===== src/rtl/register_bank.sv =====
// Parameterised bank of memory-mapped registers. Each register can be RW, RO,
// W1C or PULSE. Reads, acknowledges and errors are returned one cycle after the access.
module register_bank #(
  parameter int ADRSIZE = 8,
  parameter int REGSIZE = 32,
  parameter int NREGS   = 8,
  parameter int BASEADR = 0,
  parameter logic [NREGS*REGSIZE-1:0] INIT = '0,
  parameter logic [2*NREGS-1:0]       MODE = '0
) (
  input  logic                     clock,
  input  logic                     reset,
  input  logic                     wr,
  input  logic                     rd,
  input  logic [ADRSIZE-1:0]       adr,
  input  logic [REGSIZE-1:0]       bus_wr,
  input  logic [REGSIZE/8-1:0]     byte_en,
  input  logic [NREGS*REGSIZE-1:0] status_in,
  output logic [NREGS*REGSIZE-1:0] data_out,
  output logic [REGSIZE-1:0]       bus_rd,
  output logic                     rd_valid,
  output logic                     ack,
  output logic                     err
);

  localparam int NBYTES = REGSIZE / 8;
  localparam int IDXW   = (NREGS > 1) ? $clog2(NREGS) : 1;

  localparam logic [1:0] M_RW    = 2'd0;
  localparam logic [1:0] M_RO    = 2'd1;
  localparam logic [1:0] M_W1C   = 2'd2;
  localparam logic [1:0] M_PULSE = 2'd3;

  function automatic logic [REGSIZE-1:0] byte_mask(input logic [NBYTES-1:0] be);
    logic [REGSIZE-1:0] m;
    m = '0;
    for (int b = 0; b < NBYTES; b++) m[b*8 +: 8] = {8{be[b]}};
    return m;
  endfunction

  logic                hit;
  logic [IDXW-1:0]     idx;
  logic [REGSIZE-1:0]  wr_mask;
  logic [REGSIZE-1:0]  rd_word;
  logic                ro_hit;
  logic                ro_wr;
  logic                unused_status;

  // Status bits only matter for RO and W1C registers; the rest are ignored.
  assign unused_status = ^status_in;

  assign hit     = (64'(adr) >= 64'(BASEADR)) && (64'(adr) < 64'(BASEADR) + 64'(NREGS));
  assign idx     = IDXW'(adr - ADRSIZE'(BASEADR));
  assign wr_mask = byte_mask(byte_en);

  always_comb begin
    rd_word = '0;
    ro_hit  = 1'b0;
    for (int i = 0; i < NREGS; i++) begin
      if (hit && (idx == IDXW'(i))) begin
        rd_word = data_out[i*REGSIZE +: REGSIZE];
        ro_hit  = (MODE[2*i +: 2] == M_RO);
      end
    end
  end

  assign ro_wr = wr && ro_hit;

  for (genvar i = 0; i < NREGS; i++) begin : g_reg
    localparam logic [1:0] M = MODE[2*i +: 2];
    logic [REGSIZE-1:0] q;
    logic [REGSIZE-1:0] wmask;

    assign wmask = (wr && hit && (idx == IDXW'(i))) ? wr_mask : '0;

    // W1C: an incoming status bit wins over a simultaneous write-one clear.
    always_ff @(posedge clock) begin
      if (reset) begin
        q <= ((M == M_RW) || (M == M_W1C)) ? INIT[i*REGSIZE +: REGSIZE] : '0;
      end else begin
        case (M)
          M_RW:    q <= (q & ~wmask) | (bus_wr & wmask);
          M_RO:    q <= status_in[i*REGSIZE +: REGSIZE];
          M_W1C:   q <= (q & ~(bus_wr & wmask)) | status_in[i*REGSIZE +: REGSIZE];
          default: q <= bus_wr & wmask;
        endcase
      end
    end

    assign data_out[i*REGSIZE +: REGSIZE] = q;
  end

  // Response stage: rd_word is sampled before this edge's write lands.
  always_ff @(posedge clock) begin
    if (reset) begin
      bus_rd   <= '0;
      rd_valid <= 1'b0;
      ack      <= 1'b0;
      err      <= 1'b0;
    end else begin
      rd_valid <= rd;
      if (rd) bus_rd <= rd_word;
      ack <= hit && (wr || rd) && !ro_wr;
      err <= ((wr || rd) && !hit) || ro_wr;
    end
  end

endmodule


===== config.mk =====
export PLATFORM = sky130hd
export DESIGN_NAME = register_bank
export DESIGN_NICKNAME = d
export VERILOG_FILES = /design/src/rtl/register_bank.sv
export SDC_FILE = /design/constraint.sdc
export NUM_CORES = 1
export LEC_CHECK = 0
export BUFFER_PORTS_ARGS = -buffer_cell sky130_fd_sc_hd__buf_4
export CORE_AREA = 2 2 233 235
export DETAILED_ROUTE_END_ITERATION = 7
export DIE_AREA = 0 0 235 237
export SLEW_MARGIN = 20
export SYNTH_ARGS = -nofsm -noshare
export SYNTH_HDL_FRONTEND = slang
export SYNTH_SLANG_ARGS = --single-unit

===== constraint.sdc =====
create_clock -name clock -period 2.2 [get_ports clock]
set_clock_uncertainty 0.05 [all_clocks]
set_input_delay 0.33 -clock clock [delete_from_list [all_inputs] [get_ports clock]]
set_output_delay 0.33 -clock clock [all_outputs]
set_load 0.1 [all_outputs]

Yosys cells after proc, flatten, opt, wreduce, memory -nomap -nowiden
Cells that the tools add are included.
- flip-flop bits (word level): 291
- logic and storage cells: 90
- output and inout port bits: 291
- reductions and logical operators: 22
- bitwise logic cells: 32
- mux-type cells: 16
- equality and inequality tests: 7
- order comparisons: 1
- operators by type and width (kind ; count):
    $and 32x32->32 ; 16
    $mux 32 ; 16
    $not 32->32 ; 8
    $or 32x32->32 ; 8
    $logic_and 1x1->1 ; 19
    $eq 3x3->1 const B ; 4
    $lt 8x4->1 const B ; 1
    $eq 3x2->1 const B ; 2
    $eq 3x1->1 const B ; 1
    $logic_not 3->1 ; 1
    $logic_not 1->1 ; 1
    $logic_or 1x1->1 ; 1

Longest topological paths before layout
Gate-level depths: netlist of the first run.
- depth in word-level cells: 10
- depth in mapped cells: 7
- gate-level depth less buffers: 4

Least setup slack after synthesis of the first run
OpenSTA, ideal clock, no wires.
- path kind: in2reg
- start point: in adr[7]
- end point: reg with a tool-made name
- buffers on the path: 2
- library setup time: 0.128 ns
- stages: 6
- arrival: 1.868 ns
- setup slack: 0.155 ns
- path through: or4_4 buf_6 buf_6 nor3_4 mux2i_1 nor2_1
- RTL lines (item ; line ; text):
    start, declared ; 15 ; input logic [ADRSIZE-1:0] adr,

==> results of run 1 <==
-- power breakdown --
| part | internal (mW) | total, mW | switching (mW) |
|---|---|---|---|
| Combinational | 0.247 | 0.732 | 0.485 |
| Clock | 3.61 | 6.00 | 2.39 |
| Sequential | 5.28 | 5.28 | 0.00398 |
-- final cells by class --
type                       count  area [um^2]  area share [%]
timing repair buffer         417         3710            20.4
antenna                        3         7.51          0.0412
sequential                   291         5830            32.0
multi-input combinational    828         6570            36.1
clock buffer                  53         1070            5.86
inverter                       5         18.8           0.103
tap                          696          871            4.78
clock inverter                12          126           0.694
-- metrics by stage --
step           setup TNS, ns  cell area, um^2  utilization (%)
2_1_floorplan              0            12900                -
3_3_place_gp         -0.0665            17000             31.9
3_5_place_dp          -0.485            17000             31.9
4_1_cts                    0            18200             34.2
5_1_grt                    0            18200             34.2
6_report                   0            18200             34.2
-- worst min-delay path by stage --
stage	cells past startpoint	from	slack, ns	to
global route	3	bus_wr[20]	0.03	flop
finish	3	bus_wr[22]	0.04	flop
global placement	1	bus_rd[16]	0.40	bus_rd[16]
detailed placement	1	bus_rd[13]	0.41	bus_rd[13]
floorplan	1	adr[3]	0.36	ack
CTS	3	bus_wr[17]	0.005	flop
-- cell usage after synthesis, types with 4 or more instances --
cell type and count:
nor3_4 28, clkbuf_1 55, o221ai_1 35, nand2b_1 52, mux4_2 23, o22a_1 6
buf_6 4, nor2_1 261, a31o_2 21, mux2i_1 264, a21oi_1 23, dfxtp_1 291
buf_2 10, nor2b_1 7, nor4_4 4, nand3b_1 6, inv_1 5, o22ai_1 5
buf_1 40, mux2_2 35, a32o_1 8, o21ai_0 30
-- worst max-delay path, cell delays in order --
cell	delay, ns
dlygate4sd3_1	0.57
buf_4	0.18
nand3b_1	0.17
buf_4	0.22
nor4_4	0.23
buf_12	0.19
mux2i_1	0.20
nor2_1	0.06
-- cells by family after synthesis --
group | synth area share (%)
flops | 45.2
simple gates | 15.7
compound gates | 7.60
mux | 27.6
buf+inv | 4.00
-- layer usage --
metal | GRT usage (%) | up-vias | wire, um
met5 | 0 | - | 25
met1 | 21.4 | 5361 | 21100
li1 | - | 5074 | -
met2 | 29.2 | 364 | 24000
met4 | 5.50 | 4 | 1350
met3 | 5.25 | 87 | 3480
-- what timing repair did --
action / CTS / global route
endpoints found under the hold margin: 1 / 0
endpoints found under the setup margin: 0 / 0
hold buffers: 1 / 0
==> summary.txt, run 1 <==
Routing
  – Drt wl/cell: 21.7 um
  – DRT iter0 DRCs: 643
  – Routed wire length: 50.0 mm
  – First-pass DRT Iterations: 5
  – ANT nets after route: 0
  – Via count: 10890
  – Via-to-Cell Ratio: 4.72
  – DRC violations left: 0

Finish
  – Fillers: 5318
  – Layout cells sized above 1: 36.9%
  – Fin cells: 2305
  – Most common cell after layout, fill and taps aside: buf_4
  – Area Overhead vs Synth: 41.1%
  – Fin nets: 1883
  – Commonest non-fill, non-tap cells in the layout: buf_4 (369), dfxtp_1 (291), mux2i_1 (264)

Setup path
  – Maximum fanout along the worst path: 8
  – R2R Path End: bus_rd[5]
  – Kind of critical path: input pin to flop
  – R2R cell count: 4
  – Crit path from: adr[3]
  – Critical Path RT: 2.56 ns
  – Reg-to-reg setup timing slack: 0.78 ns
  – CP arrival: 2.16 ns
  – Crit. End Element: flop
  – Worst Setup Start Kind: input pin

STA
  – Fin Hold WS: 0.0448 ns
  – Unrepaired setup endpoints after global routing: no
  – Final number of max-transition violations: 0
  – Tmin final: 1.80 ns
  – Worst slew margin: 65.9%
  – Worst slew pin tran: 0.510 ns
  – Crit share post-route: 81.8%
  – Setup-failing EPs final: 0
  – Setup WS post-layout: 0.401 ns
  – Final Hold Fails: 0
  – Max Clk Rate: 556 MHz

GRT
  – Initial antenna violation count: 5
  – Number of global-route vias before repair: 10976
  – Global route overflow: 0
  – Global-route wire length before repair: 73.2 mm
  – Largest net degree at the start of global routing: 74
  – Total GRT Usage: 17.4%

Clocking
  – CTS HTree Levels: 2
  – Worst-path clk slew: 0.06 ns
  – Clock Sinks: 291
  – CTS Buf Count: 36
  – Setup repair bufs after CTS: 0
  – TritonCTS clock tree: done
  – Worst-Skew Late Latency: 0.55 ns
  – Root buf cell: clkbuf_16
  – Post-CTS resize count: 0
  – CTS Buffer Depth: 3

Synthesis
  – Post-synth EDFFs: 0
  – Number of library cell types mapped by synthesis: 40
  – Synth Instances: 1237
  – Synth Warn #: 0
  – Mean Syn Cell Area: 10.4 um^2
  – Synth area leaders: dfxtp_1 (45%), mux2i_1 (20%), nor2_1 (7.6%)
  – Netlist Area Pre-Place: 12900 um^2
  – Syn Nets: 1541
  – Top_reg_cell synth: dfxtp_1
  – Seq/Total Area, Yosys: 45.2%
  – FFs w/ async S/R, synth: 0%
  – Synth Register Bits: 291
  – Dominant cell type by area after synthesis: dfxtp_1
  – Yosys top cell area share: 45.2%

Placement
  – Post-DP HPWL: 35.2 mm
  – Cells after DPL: 2236
  – Setup WS pre-CTS: -0.0381 ns
  – Buffers on Ports: 338
  – Placer Congestion: 0.768

Die
  – Core Rows: 85
  – Die Ht: 237 um
  – Die W: 235 um
  – Die Footprint: 55700 um^2
  – Initial Utilization: 24.2%
  – Ports: 595
  – Area of the core: 53300 um^2

Power and ir drop
  – Total power: 12.0 mW
  – PD cells: 660 nW/um^2
  – VDD IR max: 0.365 mV
  – Lkg Pwr: 7.06 nW

Outcome
  – Status: finished, final reports clean

Job
  – Max_cap viols: 0

Hold path
  – HP Class: input pin to flop
(Power assumes the default switching activity.)
==> run 2: changes to the inputs <==
==> constraint.sdc (replaced) <==
create_clock -name clock -period 1.7 [get_ports clock]
set_clock_uncertainty 0.05 [all_clocks]
set_input_delay 0.255 -clock clock [delete_from_list [all_inputs] [get_ports clock]]
set_output_delay 0.255 -clock clock [all_outputs]
set_load 0.1 [all_outputs]
==> run 2 against run 1 <==
First-iteration DRC count grew 14%. Worst setup slack lost 0.35 ns. Core utilization grew 1.9 points. Flip-flop and latch count is the same. Sequential share of layout area shrank 0.76 points. Count of clock-buffer cells in the layout is the same. Power grew 33%. Clock power grew 35%. Design area grew 5.4%. Worst hold slack gained 0.028 ns. Combinational power grew 50%. Die area is the same.
==> summary.txt, run 2 (same netlist as run 1, synthesis figures left out) <==
Finish
  – Post-Route Utilization: 36.0%
  – Fin nets: 1962
  – Most common cell after layout, fill and taps aside: buf_4
  – Commonest non-fill, non-tap cells in the layout: buf_4 (408), mux2i_1 (264), nor2_1 (261)
  – Layout cells sized above 1: 46.1%
  – Area Overhead vs Synth: 48.8%

Die
  – Die W: 235 um
  – Initial Utilization: 24.2%
  – Area of the core: 53300 um^2
  – Core Rows: 85
  – Die Ht: 237 um
  – Ports: 595
  – Die Footprint: 55700 um^2

Hold path
  – HP Start: adr[5]
  – Hold Path Depth: 3
  – Hold worst-path end: ack
  – HP Class: input pin to flop

Setup path
  – CP max-delay cell: dfxtp_1
  – Worst path top cell family by delay: flip-flops
  – R2R cell count: 4
  – Kind of critical path: flop to output pin
  – Worst Setup Start Kind: flop
  – CP Buf/Inv Count: 1
  – Cell Chain, Critical Path: buf_4
  – Maximum fanout along the worst path: 3
  – Critical Path RT: 1.39 ns
  – R2R Path End: bus_rd[0]
  – Reg-to-reg setup timing slack: 0.26 ns
  – Crit. End Element: output pin
  – CP arrival: 1.35 ns
  – Peak per-stage delay on the critical path: 0.46 ns

STA
  – Unrepaired setup endpoints after global routing: no
  – Worst slew margin: 73.4%
  – Setup WS post-layout: 0.0476 ns
  – Final Hold Fails: 0
  – Setup_tns: 0 ns
  – Final number of max-transition violations: 0
  – Tmin final: 1.65 ns
  – Setup-failing EPs final: 0
  – Crit share post-route: 97.2%
  – Worst slew pin tran: 0.395 ns
  – Max Clk Rate: 605 MHz

Power and ir drop
  – Lkg Pwr: 7.54 nW
  – VDD IR max: 0.568 mV
  – PD cells: 835 nW/um^2
  – Total power: 16.0 mW

GRT
  – GR Layer Usage met2: 27.9%
  – Total GRT Usage: 17.4%
  – Met1 Usage GRT: 21.7%
  – Largest net degree at the start of global routing: 43
  – Number of global-route vias before repair: 11297
  – Grt met3 use: 5.27%
  – GRT Max-Usage Layer: met2
  – Global-route wire length before repair: 73.7 mm
  – Initial antenna violation count: 4
  – Global route overflow: 0

Outcome
  – Status: finished, final reports clean

Clocking
  – Clock Sinks: 291
  – CTS HTree Levels: 2
  – Worst-Skew Late Latency: 0.55 ns
  – Worst-path clk slew: 0.06 ns
  – CTS Buf Count: 37
  – CTS Buffer Depth: 3
  – TritonCTS clock tree: done
  – Root buf cell: clkbuf_16

Routing
  – DRC violations left: 0
  – Drt wl/cell: 21.0 um
  – Via-to-Cell Ratio: 4.68
  – First-pass DRT Iterations: 5
  – DRT iter0 DRCs: 731
  – Via count: 11171
  – Routed wire length: 50.0 mm
  – ANT nets after route: 0

Placement
  – Setup WS pre-CTS: -0.480 ns
  – Post-DP HPWL: 36.6 mm
  – Buffers on Ports: 338
  – Placer Congestion: 0.846

Job
  – Max_cap viols: 0
-- run 2: metal layers --
metal	wire, um	vias up	part of all wire (%)
met5	0	-	0
met4	1760	0	3.5
met3	3800	90	7.6
met2	23000	410	46
met1	21400	5450	43
li1	-	5221	-
-- run 2: how the worst max path moves through the flow --
stage,from,end,slack [ns],depth (start not counted)
after floorplan,adr[7],flop,-0.24,6
after global placement,adr[7],bus_rd[0],-0.45,6
after detailed placement,adr[7],bus_rd[23],-0.48,6
after CTS,flop,data_out[224],0.02,1
after global routing,flop,data_out[224],0.01,1
final,flop,data_out[224],0.05,1
-- run 2: power breakdown --
group,total [mW],internal (mW),switching [mW],leakage [nW]
clock network,8.08,4.96,3.12,0.610
logic,1.10,0.442,0.661,4.51
registers,6.83,6.83,0.00677,2.41
-- run 2: stage by stage --
step	hold WS, ns	cell area [um^2]	cells
after floorplan	0.284	13100	1237
after global placement	0.401	17600	2281
after detailed placement	0.410	17600	2281
after CTS	0.0385	19200	2381
after global routing	0.0550	19200	2383
final	0.0729	19200	2385
-- run 2: cell type report --
cell class / instances / area [um^2]
clock buffers: 53 / 1100
fillers: 5248 / 34100
diodes: 4 / 10.0
multi-input cells: 828 / 6580
inverters: 5 / 18.8
well taps: 696 / 871
flip-flops and latches: 291 / 6000
repair buffers: 495 / 4460
clock inverters: 13 / 165
-- run 2: what timing repair did --
| action | in CTS | in global routing |
|---|---|---|
| endpoints found under the setup margin | 0 | 1 |
| hold endpoints to repair | 253 | 0 |
| buffers inserted | 0 | 0 |
| hold buffers | 34 | 0 |
| resized for setup | 0 | 1 |
==> run 3: changes to the inputs <==
--- a/config.mk
+++ b/config.mk
@@ -7,6 +7,7 @@
 export LEC_CHECK = 0
 export BUFFER_PORTS_ARGS = -buffer_cell sky130_fd_sc_hd__buf_4
 export CORE_AREA = 2 2 233 235
+export CTS_BUF_LIST = sky130_fd_sc_hd__clkbuf_4
 export DETAILED_ROUTE_END_ITERATION = 7
 export DIE_AREA = 0 0 235 237
 export SLEW_MARGIN = 20
==> run 3 against run 2 <==
The run now ends with setup timing left. Largest cell class is now non-clock buffers. Die area did not move. Via count rose by 16%. Register-to-register slack got worse by 0.20 ns. Flip-flop and latch count did not move. Clock power fell by 19%. Sequential power fell by 4.4%.
==> summary.txt, run 3 (same netlist as run 1, synthesis figures left out) <==
Setup path
  – CP max-delay cell: dfxtp_2
  – CP Buf/Inv Count: 2
  – Reg-to-reg setup timing slack: 0.06 ns
  – Worst Setup Start Kind: flop
  – Worst path top cell family by delay: flip-flops
  – Crit. path cell count: 2
  – Critical Path RT: 1.39 ns
  – Peak per-stage delay on the critical path: 0.33 ns
  – Maximum fanout along the worst path: 2
  – Kind of critical path: flop to output pin
  – Crit. End Element: output pin
  – R2R cell count: 5
  – CP arrival: 1.42 ns
  – Cell Chain, Critical Path: buf_6 -> buf_12

Routing
  – First-pass DRT Iterations: 5
  – Routed wire length: 59.4 mm
  – Drt wl/cell: 22.0 um
  – DRC violations left: 0
  – Metal3 WL: 4.63 mm
  – Via-to-Cell Ratio: 4.81
  – ANT nets after route: 0
  – DRT iter0 DRCs: 813
  – Via count: 13002
  – DR top layer: met4
  – DRT met1 WL: 23.1 mm
  – Met2 wire len: 28.6 mm

Finish
  – Reg area: 6670 um^2
  – Fin nets: 2247
  – Layout cells sized above 1: 61.7%
  – Fin cells: 2701
  – Most common cell after layout, fill and taps aside: buf_4
  – Fillers: 4488
  – Area occupied by multi-input gates: 6580 um^2
  – Commonest non-fill, non-tap cells in the layout: buf_4 (345), buf_12 (343), mux2i_1 (264)
  – Final Cell Area: 25100 um^2
  – Area Overhead vs Synth: 94.4%

Power and ir drop
  – Total power: 14.3 mW
  – PD cells: 569 nW/um^2
  – VDD IR max: 0.535 mV
  – Lkg Pwr: 9.74 nW

STA
  – Setup-failing EPs final: 1
  – Final Hold Fails: 0
  – Setup WS post-layout: -0.0295 ns
  – Crit share post-route: 102%
  – Worst slew pin tran: 0.450 ns
  – Worst slew margin: 69.7%
  – Max Clk Rate: 578 MHz
  – Final number of max-transition violations: 0
  – Setup_tns: -0.0295 ns
  – Unrepaired setup endpoints after global routing: yes
  – Tmin final: 1.73 ns

Placement
  – Cells after DPL: 2281
  – Setup WS pre-CTS: -0.480 ns
  – Placed cell area: 17600 um^2
  – Post-DP HPWL: 36.6 mm
  – Buffers on Ports: 338
  – Placer Congestion: 0.846

Job
  – Max_cap viols: 0

Die
  – Initial Utilization: 24.2%
  – Die Footprint: 55700 um^2
  – Die W: 235 um
  – Area of the core: 53300 um^2
  – Ports: 595
  – Core Rows: 85
  – Die Ht: 237 um

Clocking
  – CTS Buffer Depth: 3
  – Root buf cell: clkbuf_4
  – Worst-Skew Late Latency: 0.82 ns
  – TritonCTS clock tree: done
  – Worst-path clk slew: 0.07 ns
  – CTS HTree Levels: 3
  – CTS Buf Count: 85
  – Clock Sinks: 291

GRT
  – Initial antenna violation count: 5
  – Largest net degree at the start of global routing: 43
  – Global route overflow: 0
  – Total GRT Usage: 20.8%
  – Global-route wire length before repair: 87.9 mm
  – Number of global-route vias before repair: 13972

Outcome
  – Status: complete, but fails checks
  – Failing checks: setup timing

Hold path
  – Hold Path Depth: 6
  – HP Class: input pin to flop
==> run 3: repair_timing <==
item	CTS	global route
hold buffers	41	0
setup endpoints to repair	291	298
cloned	0	0
pin swaps	0	2
setup buffers	209	22
resized for setup	1187	36
endpoints found under the hold margin	285	0
==> run 3: tightest hold or removal path, delay by kind of cell <==
kind / cells / cell delay [ns]
buffers and inverters: 2 / 0.23
and+or+nand+nor: 3 / 0.34
AOI/OAI and AO/OA: 1 / 0.15
==> run 3: layer usage <==
layer  global-route usage, %  vias up
li1                        -     5839
met1                    24.0     6306
met2                    34.3      657
met3                    6.44      200
met4                    11.5        0
met5                       0        -
==> run 3: cell type report <==
class / instances / share of cell area, %
flip-flops and latches: 291 / 26.6
diodes: 10 / 0.0998
clock buffers: 119 / 3.56
repair buffers: 732 / 39.5
clock inverters: 20 / 0.484
multi-input cells: 828 / 26.2
inverters: 5 / 0.0748
well taps: 696 / 3.47
==> run 3: power breakdown <==
group          internal, mW  switching, mW  total, mW
clock                  3.35           3.23       6.58
sequential             6.52         0.0106       6.53
combinational         0.478          0.688       1.17
==> run 3: final timing paths <==
kind	from	end
hold reg to reg	bus_rd[0]	bus_rd[0]
hold / removal	adr[5]	bus_rd[0]
setup reg to reg	flop	bus_rd[5]
setup / recovery	flop	data_out[128]
==> run 3: stage by stage <==
step | hold WS, ns | util (%)
floorplan | 0.284 | -
global placement | 0.401 | 33.0
detailed placement | 0.410 | 33.0
CTS | 0.0130 | 46.5
global route | 0.0504 | 47.1
finish | 0.132 | 47.1
